### src/rtl/stopwatch_ctrl.sv
// stopwatch_ctrl: turns the asynchronous 100 Hz divider square wave and two
// debounced buttons into single-cycle events. It runs the IDLE/RUN/PAUSE/LAP
// state machine and keeps an SS.CC BCD count plus a lap snapshot.
module stopwatch_ctrl #(
    parameter int SYNC_STAGES  = 2,  // at least 2
    parameter int SEC_MAX_TENS = 5
) (
    input  logic        clk,
    input  logic        rst_n,
    input  logic        div_clk_in,
    input  logic        btn_start_stop,
    input  logic        btn_lap_clr,
    output logic [15:0] disp_bcd,
    output logic [1:0]  state,
    output logic        running,
    output logic        tick,
    output logic        wrap
);

    typedef enum logic [1:0] {
        S_IDLE  = 2'd0,
        S_RUN   = 2'd1,
        S_PAUSE = 2'd2,
        S_LAP   = 2'd3
    } state_t;

    localparam int BOOT_W = $clog2(SYNC_STAGES + 1);

    // Input bit order: [0] div clock, [1] start/stop, [2] lap/clear
    logic [2:0]                  w_async;
    logic [2:0][SYNC_STAGES-1:0] r_sync;
    logic [2:0]                  w_synced;
    logic [2:0]                  r_prev;
    logic [2:0]                  r_armed;
    logic [2:0]                  w_evt;
    logic [BOOT_W-1:0]           r_boot;
    logic                        w_ready;

    state_t      r_state, w_nstate;
    logic [15:0] r_cnt, w_ncnt, w_cnt_inc;
    logic [15:0] r_lap, w_nlap;
    logic [15:0] r_disp;
    logic        r_wrap, w_nwrap;
    logic        w_roll, w_do_inc;
    logic        w_ss, w_lc;
    logic [3:0]  w_d0, w_d1, w_d2, w_d3;

    assign w_async = {btn_lap_clr, btn_start_stop, div_clk_in};
    assign w_ready = (r_boot == BOOT_W'(SYNC_STAGES));

    // Last stage of each synchroniser chain
    always_comb begin
        for (int i = 0; i < 3; i++) w_synced[i] = r_sync[i][SYNC_STAGES-1];
    end

    // Synchronisers, previous-value flops and arming. An input only becomes
    // armed once the flushed chain has shown it low. A level still held
    // across reset therefore needs a fresh rising edge to register.
    always_ff @(posedge clk or negedge rst_n) begin
        if (!rst_n) begin
            r_sync  <= '0;
            r_prev  <= '0;
            r_armed <= '0;
            r_boot  <= '0;
        end else begin
            for (int i = 0; i < 3; i++)
                r_sync[i] <= {r_sync[i][SYNC_STAGES-2:0], w_async[i]};
            r_prev  <= w_synced;
            r_armed <= r_armed | ({3{w_ready}} & ~w_synced);
            if (!w_ready) r_boot <= r_boot + BOOT_W'(1);
        end
    end

    assign w_evt = w_synced & ~r_prev & r_armed;
    assign tick  = w_evt[0];
    assign w_ss  = w_evt[1];
    assign w_lc  = w_evt[2];

    // BCD ripple increment of the live count; w_roll marks 59.99 -> 00.00
    always_comb begin
        {w_d3, w_d2, w_d1, w_d0} = r_cnt;
        w_roll = 1'b0;
        if (w_d0 != 4'd9) begin
            w_d0 = w_d0 + 4'd1;
        end else begin
            w_d0 = 4'd0;
            if (w_d1 != 4'd9) begin
                w_d1 = w_d1 + 4'd1;
            end else begin
                w_d1 = 4'd0;
                if (w_d2 != 4'd9) begin
                    w_d2 = w_d2 + 4'd1;
                end else begin
                    w_d2 = 4'd0;
                    if (w_d3 < 4'(SEC_MAX_TENS)) begin
                        w_d3 = w_d3 + 4'd1;
                    end else begin
                        w_d3   = 4'd0;
                        w_roll = 1'b1;
                    end
                end
            end
        end
        w_cnt_inc = {w_d3, w_d2, w_d1, w_d0};
    end

    // Next state, count and lap. The tick is judged against the old state,
    // and start/stop takes priority over a same-cycle lap/clear.
    always_comb begin
        w_do_inc = tick && (r_state == S_RUN || r_state == S_LAP);
        w_nstate = r_state;
        w_ncnt   = w_do_inc ? w_cnt_inc : r_cnt;
        w_nlap   = r_lap;
        w_nwrap  = w_do_inc & w_roll;
        case (r_state)
            S_IDLE: begin
                if (w_ss) w_nstate = S_RUN;
            end
            S_RUN: begin
                if (w_ss) begin
                    w_nstate = S_PAUSE;
                end else if (w_lc) begin
                    w_nstate = S_LAP;
                    w_nlap   = r_cnt;
                end
            end
            S_LAP: begin
                if (w_ss)      w_nstate = S_PAUSE;
                else if (w_lc) w_nstate = S_RUN;
            end
            S_PAUSE: begin
                if (w_ss) begin
                    w_nstate = S_RUN;
                end else if (w_lc) begin
                    w_nstate = S_IDLE;
                    w_ncnt   = '0;
                    w_nlap   = '0;
                end
            end
            default: w_nstate = S_IDLE;
        endcase
    end

    // State, count, lap, display and wrap registers
    always_ff @(posedge clk or negedge rst_n) begin
        if (!rst_n) begin
            r_state <= S_IDLE;
            r_cnt   <= '0;
            r_lap   <= '0;
            r_disp  <= '0;
            r_wrap  <= 1'b0;
        end else begin
            r_state <= w_nstate;
            r_cnt   <= w_ncnt;
            r_lap   <= w_nlap;
            r_disp  <= (w_nstate == S_LAP) ? w_nlap : w_ncnt;
            r_wrap  <= w_nwrap;
        end
    end

    assign disp_bcd = r_disp;
    assign state    = r_state;
    assign running  = (r_state == S_RUN) || (r_state == S_LAP);
    assign wrap     = r_wrap;

endmodule

### config.mk
export PLATFORM = sky130hd
export DESIGN_NAME = stopwatch_ctrl
export DESIGN_NICKNAME = d
export VERILOG_FILES = /design/src/rtl/stopwatch_ctrl.sv
export SDC_FILE = /design/constraint.sdc
export NUM_CORES = 1
export LEC_CHECK = 0
export ABC_AREA = 1
export CORE_ASPECT_RATIO = 1.1
export CORE_MARGIN = 1.5
export CORE_UTILIZATION = 50
export DETAILED_ROUTE_END_ITERATION = 10
export PLACE_DENSITY = 0.71
export SETUP_SLACK_MARGIN = 0.02
export SLEW_MARGIN = 40
export SYNTH_ARGS = -nofsm -noshare
export SYNTH_HDL_FRONTEND = slang
export SYNTH_SLANG_ARGS = --single-unit
### constraint.sdc
create_clock -name clk -period 2.2 [get_ports clk]
set_input_delay 0.33 -clock clk [delete_from_list [all_inputs] [get_ports clk]]
set_output_delay 0.33 -clock clk [all_outputs]
set_load 0.02 [all_outputs]
==> key figures, run 1 <==
Status
  – Outcome: finished, final reports clean

Drt
  – Number of DRC violations after detailed routing: 0
  – First-pass iteration count of the detailed router: 5
  – Number of DRC violations after detailed-routing iteration 0: 78
  – Post-detailed-route via-to-cell ratio: ~5
  – Wire length reported by the detailed router: between 5 and 6 mm
  – Drt wl/cell: around 13 um
  – Number of vias after detailed routing: around 2,200
  – Remaining number of nets flagged by the antenna check after routing: 0

STA
  – Transition at the pin with the smallest max-transition slack: 383.5 ps
  – Clock tree skew after final layout: 9.595 ps
  – Final count of pins violating max slew: 0
  – Hold Violations, Final: 0
  – Tcrit/Tclk final: approximately 90%
  – Total setup violations reported at the end of the flow: 0
  – Unrepaired setup endpoints after global routing: no
  – Worst-case headroom to the max-slew limit: between 70% and 80%
  – Final setup TNS: 0 ps
  – FMAX: ~0.50 GHz
  – Final critical-path required period: 1988 ps

Power
  – Net switching component of the power: between 1 and 1.5 mW
  – Combinational Power Share: roughly 31%
  – Internal cell power: approximately 2.6 mW
  – Cell Pwr Density: ~1100 mW/mm2
  – Switching part of the total: approximately a third
  – Static power due to leakage: between 1.5 and 2 nW
  – Fraction of power consumed by the clock network: a little under a third
  – Part of the total power dissipated in sequential elements: 38.4%
  – Peak VDD IR: between 0.5 and 0.6 mV

Global routing
  – Initial antenna violation count: 0
  – Overall overflow remaining after global route: 0
  – Overall Global Routing Usage: approximately a fifth
  – Maximum number of pins on one net before global-route repair: 34
  – Via count of the first global-routing pass: 2,216
  – First-pass GRT wire length: 9.804 mm

Setup path
  – Highest fanout seen on the critical path: 6
  – Slowest cell on the critical path: dfrtp_1
  – Nature of the critical path startpoint: flop
  – Crit path capture type: output port
  – Worst path cell trace: inv_1 -> ha_1 -> nor2_4 -> inv_2 -> dlygate4sd2_1
  – Required time at the endpoint of the critical path: about 1900 ps
  – Worst EP arrival: 1660 ps
  – Crit Path Category: reg2out
  – Worst path max stage delay: between 400 and 500 ps

CTS
  – Clock latency on the worst-skew pair: 350 ps
  – Cell at the root of the clock tree: clkbuf_8
  – Clock tree from TritonCTS: built
  – # H-tree levels: 3
  – Num Clock Sinks: between 60 and 70
  – Clock-pin slew reported for the worst setup and hold paths after clock tree synthesis: about 70 ps
  – Cts bufs inserted: 9
  – Number of buffers between clock root and the deepest sink: 2

Floorplanning
  – Vertical die dimension: between 80 and 90 um
  – Die area: 0.006454 mm2
  – Core Box Area: around 0.0058 mm2
  – I/O pin count: 26
  – Starting Density: 51.83%
  – Die extent in x: 76.74 um
  – Placement row count: 29

Finish
  – Most frequent standard cell in the layout excluding fill and tap cells: nand2_1
  – Flip-flop and latch area: between 0.0015 and 0.002 mm2
  – Share of cells above drive strength 1: between 10% and 20%
  – Multi-input gate area in the final layout: 0.001149 mm2
  – Commonest cells after routing, fill and taps aside: 84 x nand2_1, 65 x dfrtp_1, 37 x inv_1
  – Antenna cells: 0
  – Share of the core filled with cells in the final layout: 62.00%
  – Number of filler instances in the final layout: about 480
  – Count of nets after finishing: approximately 380
  – Relative area change from synthesis to final layout: 19.62%

Placement
  – DP Wirelength: ~3.7 mm
  – # port buffers: 25
  – Routability congestion estimate from global placement: ~0.84

Synth
  – Yosys top cell by area: dfrtp_1
  – Syn Std Cell Area: roughly 0.0030 mm2
  – Mean instance size in the synthesized netlist: approximately 9.0 um2
  – Count of state elements after synthesis: 65
  – Fraction of synthesis flops using an asynchronous set or reset pin: 100.0%
  – Yosys top cell area share: 54.39%
  – Number of flops mapped to enable cells by yosys: 0
  – Top cells by area, synth: dfrtp_1 54%, nand2_1 11%, inv_1 4.6%
  – Count of synthesis-stage warnings from yosys: 0
  – Number of standard cells after synthesis: roughly 330
  – Yosys cell types: 28
  – Share of the yosys chip area belonging to registers: approximately 54%
  – Number of nets in the synthesized netlist: 343
  – Post-synth top flop: dfrtp_1

Worst hold path
  – Hold WC Path Type: reg2reg

Flow run
  – Max_cap viols: 0
[critical path, delay by kind of cell, from the launching register on]
kind,cells,cell delay [ps]
AND/OR/NAND/NOR,1,140
buffers and inverters,3,480
flip-flops,1,450
adder cells (fa/ha/maj),1,240
[flip-flops by register name (all words and copies together), names as in the netlist]
name,flops
disp_bcd,16
r_cnt,16
r_lap,16
r_sync,6
r_armed,3
r_prev,3
r_boot,2
state,2
wrap,1
[logic make-up (layout without fill, tap and decap cells)]
logic type / Yosys count / count (layout) / share of synthesized area, %
xor gates and xnor gates: 2 / 2 / 0.5859
adders and majority gates: 7 / 7 / 2.929
AOI/OAI and AO/OA: 37 / 37 / 6.569
and+or+nand+nor: 173 / 173 / 28.33
DFF: 65 / 65 / 54.39
buffers and inverters: 47 / 86 / 7.196
[synthesized netlist by cell type (2+ instances only)]
master and number:
inv_2 4, dfrtp_1 65, nand4_1 4, nand2_1 84
a21oi_1 7, nor2_2 3, ha_1 7, nand3_1 26
and2_1 3, buf_6 5, nand2_4 2, nand2_2 4
nor2_4 6, o21bai_1 3, inv_1 37, or2_2 6
nor3_1 2, nand3_2 3, o21ai_0 9, nor2_1 27
o21ai_1 17
[power groups by stage]
stage | Clock [mW] | Sequential (mW) | Combinational, mW
2_1_floorplan | 0 | 1.60 | 0.818
3_3_place_gp | 0 | 1.53 | 1.19
3_5_place_dp | 0 | 1.54 | 1.22
4_1_cts | 1.24 | 1.52 | 1.22
5_1_grt | 1.28 | 1.54 | 1.37
6_report | 1.22 | 1.52 | 1.22
[final timing paths]
kind	slack (ps)	endpoint	startpoint	cells after the start
worst min-delay path	350	r_sync[1]$_DFF_PN0_	r_sync[0]$_DFF_PN0_	0
max in group asynchronous	1340	wrap$_DFF_PN0_	rst_n	3
min in group asynchronous	390	r_cnt[4]$_DFF_PN0_	rst_n	2
worst min register to register	350	r_sync[1]$_DFF_PN0_	r_sync[0]$_DFF_PN0_	0
worst max register to register	270	disp_bcd[13]$_DFF_PN0_	state[1]$_DFF_PN0_	12
worst max-delay path	210	running	state[1]$_DFF_PN0_	5
[metal layers]
layer | global-route usage [%] | part of all wire [%]
met5 | 0 | 0
met4 | 12.46 | 2.9
met3 | 3.934 | 3.1
met2 | 32.02 | 46
met1 | 24.30 | 48
[cell type report]
class	count	area share, %
flip-flops and latches	65	45.47
multi-input cells	219	32.11
repair buffers	29	8.639
inverters	41	4.302
clock buffers	9	3.463
clock inverters	7	3.323
well taps	77	2.693
[stage by stage]
stage          std cells  hold slack, ps  setup slack, ps  cell area (um2)  total power, mW
2_1_floorplan        331           34.41            428.3             2990            2.414
3_3_place_gp         429           333.2            366.0             3298            2.729
3_5_place_dp         429           337.3            303.8             3298            2.758
4_1_cts              445           63.99            191.4             3540            3.984
5_1_grt              447           359.7            111.0             3577            4.196
6_report             447           350.5            212.1             3577            3.958
[what timing repair did]
action                                  CTS  global route
resized for setup                         1             0
buffers inserted                          0             0
hold buffers                              0             1
endpoints found under the setup margin    1             0
endpoints found under the hold margin     0             6
(Power assumes the default switching activity.)
==> run 2: changes to the inputs <==
CORE_UTILIZATION = 46   (was 50)
PLACE_DENSITY = 0.66   (was 0.71)
==> key figures, run 2 (synthesized netlist as in run 1, its figures left out) <==
Status
  – Outcome: finished, final reports clean

STA
  – Transition at the pin with the smallest max-transition slack: 395.3 ps (+11.80 ps)
  – Final critical-path required period: 2005 ps (+16.72 ps)
  – Smallest setup slack after layout: 195.4 ps (-16.72 ps)
  – Clock tree skew after final layout: 6.906 ps (-2.689 ps)
  – Final count of pins violating max slew: 0 (unchanged)
  – Unrepaired setup endpoints after global routing: no
  – Worst-case headroom to the max-slew limit: 73.65% (-0.79 points)
  – Final setup TNS: 0 ps (unchanged)
  – Tcrit/Tclk final: 91.12% (+0.76 points)
  – Hold slack final: 352.5 ps (+2.022 ps)
  – Hold Violations, Final: 0 (unchanged)
  – Total setup violations reported at the end of the flow: 0 (unchanged)
  – FMAX: 0.4989 GHz (-0.83%)

Drt
  – Number of DRC violations after detailed routing: 0 (unchanged)
  – First-pass iteration count of the detailed router: 4 (-1)
  – Wire length reported by the detailed router: 5.638 mm (+0.52%)
  – Number of DRC violations after detailed-routing iteration 0: 104 (+33%)
  – Number of vias after detailed routing: 2,190 (unchanged)
  – Post-detailed-route via-to-cell ratio: 4.878 (-0.45%)
  – Remaining number of nets flagged by the antenna check after routing: 0 (unchanged)
  – Drt wl/cell: 12.56 um (about the same)

Power
  – Internal cell power: 2.713 mW (+4.4%)
  – Peak VDD IR: 0.5366 mV (-6.0%)
  – Part of the total power dissipated in sequential elements: 37.3% (-1.1 points)
  – Post-layout power: 4.067 mW (+2.8%)
  – Combinational Power Share: 29.8% (-0.9 points)
  – Cell Pwr Density: 1137 mW/mm2 (+2.8%)
  – Fraction of power consumed by the clock network: 32.9% (+2.0 points)
  – Static power due to leakage: 1.824 nW (about the same)
  – Switching part of the total: 33.29% (-1.0 points)
  – Net switching component of the power: 1.354 mW (-0.30%)

Placement
  – # port buffers: 25 (unchanged)
  – Setup WS pre-CTS: 279.2 ps (-24.54 ps)
  – DP Wirelength: 3.812 mm (+1.9%)
  – Total cell area at the placement stage: 0.003302 mm2 (+0.11%)
  – Routability congestion estimate from global placement: 0.8362 (-0.33%)
  – Cell total after placement: 432 (+0.70%)

Finish
  – Final cell count without fillers: 449 (+0.45%)
  – Count of nets after finishing: 376 (-0.27%)
  – Commonest cells after routing, fill and taps aside: 84 x nand2_1, 65 x dfrtp_1, 37 x inv_1
  – Most frequent standard cell in the layout excluding fill and tap cells: nand2_1
  – Final standard cell area without fillers: 0.003576 mm2 (about the same)
  – Antenna cells: 0 (unchanged)
  – Share of the core filled with cells in the final layout: 57.39% (-4.6 points)
  – Share of cells above drive strength 1: 13.55% (-0.23 points)
  – Relative area change from synthesis to final layout: 19.58% (about the same)

CTS
  – Clock-pin slew reported for the worst setup and hold paths after clock tree synthesis: 70 ps (about the same)
  – Num Clock Sinks: 65 (unchanged)
  – Number of setup buffers added after CTS: 0 (unchanged)
  – Number of buffers between clock root and the deepest sink: 2 (unchanged)
  – Clock tree from TritonCTS: built
  – Clock latency on the worst-skew pair: 340 ps (about the same)
  – # H-tree levels: 3 (unchanged)
  – Cts bufs inserted: 9 (unchanged)
  – Cell at the root of the clock tree: clkbuf_8

Global routing
  – Via count of the first global-routing pass: 2,146 (-3.2%)
  – Overall overflow remaining after global route: 0 (unchanged)
  – Overall Global Routing Usage: 18.48% (-1.3 points)
  – First-pass GRT wire length: 9.687 mm (-1.2%)
  – Initial antenna violation count: 0 (unchanged)
  – Maximum number of pins on one net before global-route repair: 66 (+94%)

Floorplanning
  – Vertical die dimension: 87.57 um (+4.1%)
  – Core Box Area: 0.006231 mm2 (+8.0%)
  – Starting Density: 47.99% (-3.8 points)
  – Die area: 0.006994 mm2 (+8.4%)
  – I/O pin count: 26 (unchanged)
  – Die extent in x: 79.88 um (+4.1%)
  – Placement row count: 30 (+3.4%)

Setup path
  – Highest fanout seen on the critical path: 6 (unchanged)
  – Crit path capture type: output port
  – Nature of the critical path startpoint: flop
  – Crit Path Category: reg2out
  – Required time at the endpoint of the critical path: 1870 ps (about the same)
  – Worst EP arrival: 1670 ps (about the same)

Worst hold path
  – Hold WC Path Type: reg2reg

Flow run
  – Max_cap viols: 0 (unchanged)
## run 2: cell count changes in the layout (fill, tap and decap cells not counted)
cell        before  now
buf_16           1    0
bufinv_16        3    4
clkinv_4         1    0
clkinvlp_4       2    1
inv_6            0    1
## run 2: area by class of cell
type / count / area [um2]
fillers: 593 / 2655
clock buffers: 9 / 123.9
well taps: 80 / 100.1
inverters: 41 / 153.9
repair buffers: 28 / 281.5
clock inverters: 7 / 141.4
multi-input cells: 219 / 1149
flip-flops and latches: 65 / 1627
## run 2: what timing repair did
item | 4_1_cts | 5_1_grt
hold buffers | 0 | 1
resized for setup | 1 | 0
setup endpoints to repair | 1 | 0
hold endpoints to repair | 0 | 4
## run 2: layer usage
metal  track usage, %  vias to the layer above  part of all wire, %
li1                 -                     1119                    -
met1            23.88                     1028                   48
met2            28.89                       32                   47
met3            4.063                       11                  3.0
met4            10.50                        0                  2.3
met5                0                        -                    0
## run 2: power groups by stage
| stage | clock network [mW] | logic (mW) | registers (mW) |
|---|---|---|---|
| 5_1_grt | 1.42 | 1.35 | 1.54 |
| 3_3_place_gp | 0 | 1.20 | 1.53 |
| 3_5_place_dp | 0 | 1.22 | 1.54 |
| 6_report | 1.34 | 1.21 | 1.52 |
| 4_1_cts | 1.37 | 1.23 | 1.52 |
| 2_1_floorplan | 0 | 0.818 | 1.60 |
## run 2: final timing paths
check,start,end,slack [ps],depth (start not counted)
hold reg to reg,r_sync[0]$_DFF_PN0_,r_sync[1]$_DFF_PN0_,350,0
max in group asynchronous,rst_n,r_cnt[15]$_DFF_PN0_,1390,3
setup reg to reg,state[1]$_DFF_PN0_,disp_bcd[5]$_DFF_PN0_,270,12
min in group asynchronous,rst_n,r_cnt[0]$_DFF_PN0_,510,3
hold / removal,r_sync[0]$_DFF_PN0_,r_sync[1]$_DFF_PN0_,350,0
setup / recovery,state[1]$_DFF_PN0_,running,200,5
## run 2: worst max-delay path, stage by stage (launching register included)
cell and delay, ps:
dfrtp_1 450, inv_1 90, ha_1 250, nor2_4 140, inv_2 80, dlygate4sd2_1 320
==> run 3: changes to the inputs <==
CTS_CLUSTER_SIZE = 20   (was not set)
==> results of run 3 <==
Same layout as run 2: the final DEF is identical, and so are final timing and power.
